### src/rtl/fetch_stage_if.sv
// Fetch-stage bus: hazard controls, branch redirect, instruction memory and IF/ID outputs.
// master = fetch stage side, slave = surrounding pipeline / memory side.
interface fetch_stage_if;
    logic        pc_write;
    logic        ifid_write;
    logic        ifid_flush;
    logic        branch_taken;
    logic [31:0] branch_target;
    logic [31:0] imem_addr;
    logic [31:0] imem_rdata;
    logic [31:0] ifid_pc;
    logic [31:0] ifid_instr;
    logic        ifid_valid;
    logic [31:0] stall_cycles;
    logic [31:0] flush_count;

    modport master (
        input  pc_write, ifid_write, ifid_flush, branch_taken, branch_target, imem_rdata,
        output imem_addr, ifid_pc, ifid_instr, ifid_valid, stall_cycles, flush_count
    );

    modport slave (
        output pc_write, ifid_write, ifid_flush, branch_taken, branch_target, imem_rdata,
        input  imem_addr, ifid_pc, ifid_instr, ifid_valid, stall_cycles, flush_count
    );
endinterface

### src/rtl/fetch_stage.sv
// Instruction fetch: PC, queued branch redirect across PC stalls, IF/ID register; optional FETCH_PERF_EN counters.
// Latency: one cycle from imem_addr to IF/ID; redirect visible on imem_addr one cycle after it is applied.
// Backpressure: pc_write=0 holds the PC (a taken branch is queued), ifid_write=0 holds IF/ID.
module fetch_stage #(
    parameter logic [31:0] PC_RESET  = 32'h0000_0000,
    parameter logic [31:0] NOP_INSTR = 32'h0000_0013
) (
    input  logic          clk,
    input  logic          rst,
    fetch_stage_if.master bus
);
    typedef enum logic {IDLE, PENDING} state_t;

    state_t      state;
    logic [31:0] pc;
    logic [31:0] pend_target;
    logic [31:0] branch_aligned;
    logic [31:0] ifid_pc_q;
    logic [31:0] ifid_instr_q;
    logic        ifid_valid_q;

    assign branch_aligned = {bus.branch_target[31:2], 2'b00};

    // A redirect arriving while the PC is stalled is parked in pend_target;
    // a fresh redirect in the release cycle supersedes the parked one.
    always_ff @(posedge clk) begin
        if (rst) begin
            pc          <= PC_RESET;
            state       <= IDLE;
            pend_target <= '0;
        end else if (bus.pc_write) begin
            if (bus.branch_taken)
                pc <= branch_aligned;
            else if (state == PENDING)
                pc <= pend_target;
            else
                pc <= pc + 32'd4;
            state <= IDLE;
        end else if (bus.branch_taken) begin
            state       <= PENDING;
            pend_target <= branch_aligned;
        end
    end

    always_ff @(posedge clk) begin
        if (rst || bus.ifid_flush) begin
            ifid_pc_q    <= '0;
            ifid_instr_q <= NOP_INSTR;
            ifid_valid_q <= 1'b0;
        end else if (bus.ifid_write) begin
            ifid_pc_q    <= pc;
            ifid_instr_q <= bus.imem_rdata;
            ifid_valid_q <= 1'b1;
        end
    end

    assign bus.imem_addr  = pc;
    assign bus.ifid_pc    = ifid_pc_q;
    assign bus.ifid_instr = ifid_instr_q;
    assign bus.ifid_valid = ifid_valid_q;

`ifdef FETCH_PERF_EN
    logic [31:0] stall_q;
    logic [31:0] flush_q;

    // Both counters saturate rather than wrap.
    always_ff @(posedge clk) begin
        if (rst) begin
            stall_q <= '0;
            flush_q <= '0;
        end else begin
            if (!bus.ifid_write && !bus.ifid_flush && stall_q != 32'hFFFF_FFFF)
                stall_q <= stall_q + 32'd1;
            if (bus.ifid_flush && flush_q != 32'hFFFF_FFFF)
                flush_q <= flush_q + 32'd1;
        end
    end

    assign bus.stall_cycles = stall_q;
    assign bus.flush_count  = flush_q;
`else
    assign bus.stall_cycles = '0;
    assign bus.flush_count  = '0;
`endif
endmodule

### src/flat_wrapper.sv
// flat-port wrapper written by rule: the top's interface ports become plain ports
module fetch_stage_flat 
#(
    parameter logic [31:0] PC_RESET  = 32'h0000_0000,
    parameter logic [31:0] NOP_INSTR = 32'h0000_0013
)
  (clk, rst, bus_pc_write, bus_ifid_write, bus_ifid_flush, bus_branch_taken, bus_branch_target, bus_imem_rdata, bus_imem_addr, bus_ifid_pc, bus_ifid_instr, bus_ifid_valid, bus_stall_cycles, bus_flush_count);
  fetch_stage_if bus_i ();
  input  logic clk;
  input  logic rst;
  input wire logic [$bits(bus_i.pc_write)-1:0] bus_pc_write;
  input wire logic [$bits(bus_i.ifid_write)-1:0] bus_ifid_write;
  input wire logic [$bits(bus_i.ifid_flush)-1:0] bus_ifid_flush;
  input wire logic [$bits(bus_i.branch_taken)-1:0] bus_branch_taken;
  input wire logic [$bits(bus_i.branch_target)-1:0] bus_branch_target;
  input wire logic [$bits(bus_i.imem_rdata)-1:0] bus_imem_rdata;
  output wire logic [$bits(bus_i.imem_addr)-1:0] bus_imem_addr;
  output wire logic [$bits(bus_i.ifid_pc)-1:0] bus_ifid_pc;
  output wire logic [$bits(bus_i.ifid_instr)-1:0] bus_ifid_instr;
  output wire logic [$bits(bus_i.ifid_valid)-1:0] bus_ifid_valid;
  output wire logic [$bits(bus_i.stall_cycles)-1:0] bus_stall_cycles;
  output wire logic [$bits(bus_i.flush_count)-1:0] bus_flush_count;
  assign bus_i.pc_write = bus_pc_write;
  assign bus_i.ifid_write = bus_ifid_write;
  assign bus_i.ifid_flush = bus_ifid_flush;
  assign bus_i.branch_taken = bus_branch_taken;
  assign bus_i.branch_target = bus_branch_target;
  assign bus_i.imem_rdata = bus_imem_rdata;
  assign bus_imem_addr = bus_i.imem_addr;
  assign bus_ifid_pc = bus_i.ifid_pc;
  assign bus_ifid_instr = bus_i.ifid_instr;
  assign bus_ifid_valid = bus_i.ifid_valid;
  assign bus_stall_cycles = bus_i.stall_cycles;
  assign bus_flush_count = bus_i.flush_count;
  fetch_stage #(.PC_RESET(PC_RESET), .NOP_INSTR(NOP_INSTR)) u_core (.clk(clk), .rst(rst), .bus(bus_i));
endmodule
### config.mk
export PLATFORM = sky130hd
export DESIGN_NAME = fetch_stage_flat
export DESIGN_NICKNAME = d
export VERILOG_FILES = /design/src/rtl/fetch_stage_if.sv /design/src/rtl/fetch_stage.sv /design/src/flat_wrapper.sv
export SDC_FILE = /design/constraint.sdc
export NUM_CORES = 1
export LEC_CHECK = 0
export ABC_CLOCK_PERIOD_IN_PS = 2500
export BUFFER_PORTS_ARGS = -buffer_cell sky130_fd_sc_hd__buf_2
export CAP_MARGIN = 20
export CORE_MARGIN = 3
export CORE_UTILIZATION = 50
export CTS_CLUSTER_DIAMETER = 40
export DETAILED_ROUTE_END_ITERATION = 8
export PLACE_DENSITY = 0.81
export SYNTH_ARGS = -nofsm -noshare
export SYNTH_HDL_FRONTEND = slang
export SYNTH_SLANG_ARGS = --single-unit
### constraint.sdc
create_clock -name clk -period 2.5 [get_ports clk]
set_input_delay 0.125 -clock clk [delete_from_list [all_inputs] [get_ports clk]]
set_output_delay 0.125 -clock clk [all_outputs]
set_load 0.02 [all_outputs]
======== Word-level counts from Yosys, hierarchy flattened ========
Index checks and enable logic that the tools add are counted.
storage, ports and cells
  input port bits ......................... 70
  register bits after elaboration ......... 128
cells by class
  reductions and logical operators ........ 3
  add/sub/neg operators ................... 1
  multiplexer cells ....................... 2
  bitwise operators ....................... 1
operators by type and width
  kind                                           number
  two-way mux 32 bit                             2
  adder 32 x 3 -> 32 bit, second input constant  1
  AND reduction 2 bit                            1
  OR reduction 2 bit                             1
  logical OR 1 bit                               1
  inverter 1 bit                                 1

======== Longest topological paths before layout ========
  word-level depth ........................ 3
  mapped depth ............................ 8
  depth with buffers taken out ............ 6

======== Least setup slack after synthesis ========
Ideal clock, no wire load.
  path type ............................... register -> register
  start ................................... register u_core.pc[2] (netlist: u_core.bus.imem_addr[2])
  end ..................................... register u_core.pc[26] (netlist: u_core.bus.imem_addr[26])
  arrival time ............................ 2.021 ns
  required time ........................... 2.426 ns
  cell stages (with the launch flop) ...... 9
  setup time .............................. 0.074 ns
  setup slack ............................. 0.405 ns
  path buffers ............................ 2
  path through ............................ dfxtp_1 > ha_1 > and3_1 > buf_4 > and4_1 > clkbuf_2 > nand4_1 > or4_1 > a31oi_1
on the way
  cells in the longest elaborated chain, start to end .. 3
RTL lines
  element                   line               source
  start: declaration        fetch_stage.sv:15  logic [31:0] pc;
  start signal: assignment  fetch_stage.sv:33  pc <= branch_aligned;
  start signal: assignment  fetch_stage.sv:35  pc <= pend_target;
  start signal: assignment  fetch_stage.sv:37  pc <= pc + 32'd4;
  adder 32 x 3 -> 32 bit    fetch_stage.sv:37
  two-way mux 32 bit        fetch_stage.sv:34  else if (state == PENDING)
  two-way mux 32 bit        fetch_stage.sv:32  if (bus.branch_taken)
Every way passes these cells.
A chain may end at the register's enable or synchronous reset.

======== Final worst setup path ========
  start ................................... register u_core.pc[3] (netlist: u_core.bus.imem_addr[3])
  end ..................................... register u_core.pc[28] (netlist: u_core.bus.imem_addr[28])
Same word-level chain as after synthesis.

==> run summary <==
The average wire per standard cell came out at 15.9 microns. The total CTS buffers is 17, and the area share of the largest cell type after synthesis is 0.407. The portion of the clock cycle consumed by the worst path in the final layout is 0.871, and the number of synthesis warnings is 0. The worst setup path is of the reg2reg kind. The flow ran to the end, and the final reports show no timing, DRC or antenna violations. The clock tree buffer depth was 2. The cell count after placement was 991; the number of buffer cells added on primary ports was 160. The detailed router's first-iteration violation count was 492. In this run the horizontal extent of the chip is 116 microns. TritonCTS built the clock tree. The commonest cells after synthesis are sky130_fd_sc_hd__dfxtp_1 (124), sky130_fd_sc_hd__nand2_1 (97), sky130_fd_sc_hd__nor2_1 (93), sky130_fd_sc_hd__mux2i_1 (73), sky130_fd_sc_hd__buf_4 (70). Global routing finished with a remaining overflow of 0. The logs give 0.409 for the power share of the sequential group and 0 ps for the final-layout setup total negative slack. The routed wire length was 17300 microns. Across the VDD grid, the largest voltage drop is 0.407 mV. For this design the top-level I/O count stands at 231.

In this run, synthesis inferred 0 flip-flops with an integrated enable. At the worst endpoint, the required time is 2850 ps. The run gives 0 as the number of max-slew violations in the final report. The global-route usage over all layers is 0.244, and the critical-path maximum fanout is 6.

The routed layout has 5729 vias. The final layout contains 1000 nets. From synthesis to final layout, the design area changed by 30.2%.

The first detailed-routing pass ran for 5 iterations. The starting utilization of the core area was 0.523; the synthesis-stage register bit count was 124. In the post-synthesis netlist, the cell with the most instances is sky130_fd_sc_hd__dfxtp_1.

The final non-filler cell total was 1085. The analysis attributes to net switching a power of 1.39 mW. Vertical die dimension: 116 microns. STA classifies the critical path startpoint as a flop. The floorplan has 39 rows. Sorting the synthesized cells by area gives the leading types as sky130_fd_sc_hd__dfxtp_1 (41%), sky130_fd_sc_hd__mux2i_1 (12%), sky130_fd_sc_hd__buf_4 (8.6%). The tools report the startpoint of the worst hold path as bus_branch_target[18]. Number of clock sinks: 124. The clock period minus worst slack works out to 2180 ps. The half-perimeter wire length of the detailed placement result was 11800 microns; the number of global-route vias before repair was 5172. Dividing total power by cell area gives a power density of 662 nW/um^2. The tool flagged a number of max-cap violations equal to 0.

Startpoint of the worst setup timing path: u_core.bus.imem_addr[3]$_SDFFE_PP0P_. The number of antenna diodes in the final layout is 0. The run gives 0 as the count of endpoints failing hold in the final timing report. After detailed routing, the number of remaining DRC violations is 0. After synthesis, the mean cell area works out to 8.49 sq um.

Filler cell count in the final layout: 931. Based on the critical path, the design can be clocked at up to 459 MHz. After clock tree synthesis, the setup repair step added 0 buffers.

The run gives 0.144 as the power share of the combinational group. Setup repair after global routing left no endpoint under its margin. The run gives 2530 ps as the data arrival time of the critical path.

For this design the static power due to leakage is 3.70 nW. The clock transition at the registers of the reported paths works out to 60 ps. The endpoint type of the worst setup path is a flop. The die covers 13600 sq um. The antenna violation net count after detailed routing was 0; the final weighted congestion in routability-driven placement was 0.936. The tools report the design internal power as 3.87 mW. Entering global routing, the biggest net connects 41 pins. The library cell occupying the most area in the post-synthesis netlist is sky130_fd_sc_hd__dfxtp_1. Setup violations remaining at the end of the flow were counted as 0.

The logs give 718 for the number of instances in the synthesized netlist and 4 for the depth of the CTS H-tree. The top flip-flop cell by instance count after synthesis is sky130_fd_sc_hd__dfxtp_1. Using the TritonRoute via totals, the vias-per-cell ratio works out to 5.28. The run gives 0 as the initial antenna violation count. For the number of distinct standard cells referenced by the synthesized netlist, the log shows 58.

The run gives 11700 sq um as the area of the core. The layout cell share with drive strength beyond 1 was 0.240. Clock tree root driver cell: sky130_fd_sc_hd__clkbuf_16. The final clock skew was 4.72 ps. The first global-routing pass estimated 26100 microns of wire. The path class of the tightest hold or removal check is in2reg.

The remaining max-slew budget at the tightest pin is 0.498, and the transition time at the pin with the least slew margin is 753 ps. In this run the cell area of the synthesized design comes to 6100 sq um. The fraction of registers with async set/reset was 0. In this run the critical register-to-register path is launched from u_core.bus.imem_addr[3]$_SDFFE_PP0P_. The share of power burned in the clock network was 0.447; the total of cells resized after clock tree synthesis was 0.

The net switching fraction of the power is 0.264, and the source-to-sink clock delay at the later pin of the worst-skew pair is 410 ps. For the share of synthesized area occupied by flip-flops and latches, the log shows 0.407.
## worst max-delay path, stage by stage (launching register included)
cell and delay [ps]:
sky130_fd_sc_hd__dfxtp_1 480, sky130_fd_sc_hd__ha_1 260, sky130_fd_sc_hd__and3_1 270, sky130_fd_sc_hd__nand4_1 190, sky130_fd_sc_hd__or3_1 450, sky130_fd_sc_hd__nor4_1 320
sky130_fd_sc_hd__a211o_1 150
## layer usage
| metal | track usage | share of wire | routed length, microns | vias to the layer above |
|---|---|---|---|---|
| met1 | 0.315 | 0.42 | 7190 | 2600 |
| met4 | 0.111 | 0.023 | 397 | 0 |
| li1 | - | - | - | 2787 |
| met5 | 0 | 0 | 0 | - |
| met2 | 0.389 | 0.47 | 8150 | 309 |
| met3 | 0.0580 | 0.089 | 1530 | 33 |
## area by class of cell
cell class              instances  area, sq um  area share
clock buffers                  25          515      0.0649
multi-input cells             539         3090       0.389
clock inverters                 7         60.1     0.00757
inverters                       6         22.5     0.00284
repair buffers                241         1590       0.200
well taps                     143          179      0.0225
flip-flops and latches        124         2480       0.313
## timing repair
action | CTS | global route
hold endpoints to repair | 61 | 0
endpoints found under the setup margin | 0 | 0
hold buffers | 62 | 0
## per-stage QoR
stage	total power, mW	hold slack [ps]	setup slack, ps	utilization	cell area, sq um
2_1_floorplan	2.72	234	405	-	6350
3_3_place_gp	2.85	339	437	0.578	6740
3_5_place_dp	2.86	343	381	0.578	6740
4_1_cts	5.28	6.06	360	0.681	7940
5_1_grt	5.45	23.1	251	0.681	7940
6_report	5.26	29.6	322	0.681	7940
## power by group through the flow
stage | Combinational [mW] | Sequential [mW] | Clock [mW]
floorplan | 0.485 | 2.24 | 0
global placement | 0.661 | 2.18 | 0
detailed placement | 0.669 | 2.19 | 0
CTS | 0.745 | 2.15 | 2.38
global route | 0.823 | 2.16 | 2.47
finish | 0.757 | 2.15 | 2.35
## flip-flops by register name, summed over array words and instances (netlist names)
signal / flops
u_core.bus.ifid_instr: 32
u_core.bus.ifid_pc: 30
u_core.bus.imem_addr: 30
u_core.pend_target: 30
u_core.bus.ifid_valid: 1
u_core.state: 1
## cells by family (layout without fill, tap and decap cells)
| kind of cell | count (synthesis) | count (layout) | share of synthesized area |
|---|---|---|---|
| other cells | 1 | 68 | 0.000615 |
| compound gates | 134 | 134 | 0.138 |
| buf+inv | 122 | 279 | 0.128 |
| mux | 74 | 74 | 0.122 |
| xor+xnor | 6 | 6 | 0.00862 |
| flops | 124 | 124 | 0.407 |
| fa+ha+maj | 1 | 1 | 0.00205 |
| simple gates | 256 | 256 | 0.193 |
## cells in the final DEF (no fill, tap or decap), drive strengths merged, types with 3 or more instances in the layout
master | synthesis | final
or2 | 3 | 3
a21oi | 50 | 50
nor3b | 3 | 3
mux2i | 73 | 73
a22o | 7 | 7
o22ai | 8 | 8
nand2b | 5 | 5
a311oi | 4 | 4
o221ai | 5 | 5
nor2 | 93 | 93
a31oi | 4 | 4
a221oi | 3 | 3
a22oi | 6 | 6
clkinv | 0 | 6
buf | 74 | 179
or4 | 3 | 3
o211ai | 4 | 4
nand2 | 97 | 97
dfxtp | 124 | 124
nor4 | 4 | 4
clkbuf | 42 | 25
and4 | 5 | 5
o31ai | 5 | 5
nand4 | 8 | 8
o22a | 4 | 4
o21ai | 25 | 25
inv | 6 | 6
conb | 1 | 68
dlygate4sd3 | 0 | 62
xor2 | 5 | 5
and3 | 7 | 7
nor3 | 4 | 4
nand3 | 15 | 15
nor2b | 3 | 3
## worst paths after layout
| kind | slack, ps | end | cells after the start |
|---|---|---|---|
| worst max-delay path | 320 | u_core.bus.imem_addr[28]$_SDFFE_PP0P_ | 6 |
| worst min-delay path | 30 | u_core.pend_target[18]$_SDFFE_PP0P_ | 3 |
| worst max register to register | 320 | u_core.bus.imem_addr[28]$_SDFFE_PP0P_ | 6 |
| worst min register to register | 450 | u_core.pend_target[6]$_SDFFE_PP0P_ | 2 |
(Power assumes the default switching activity.)
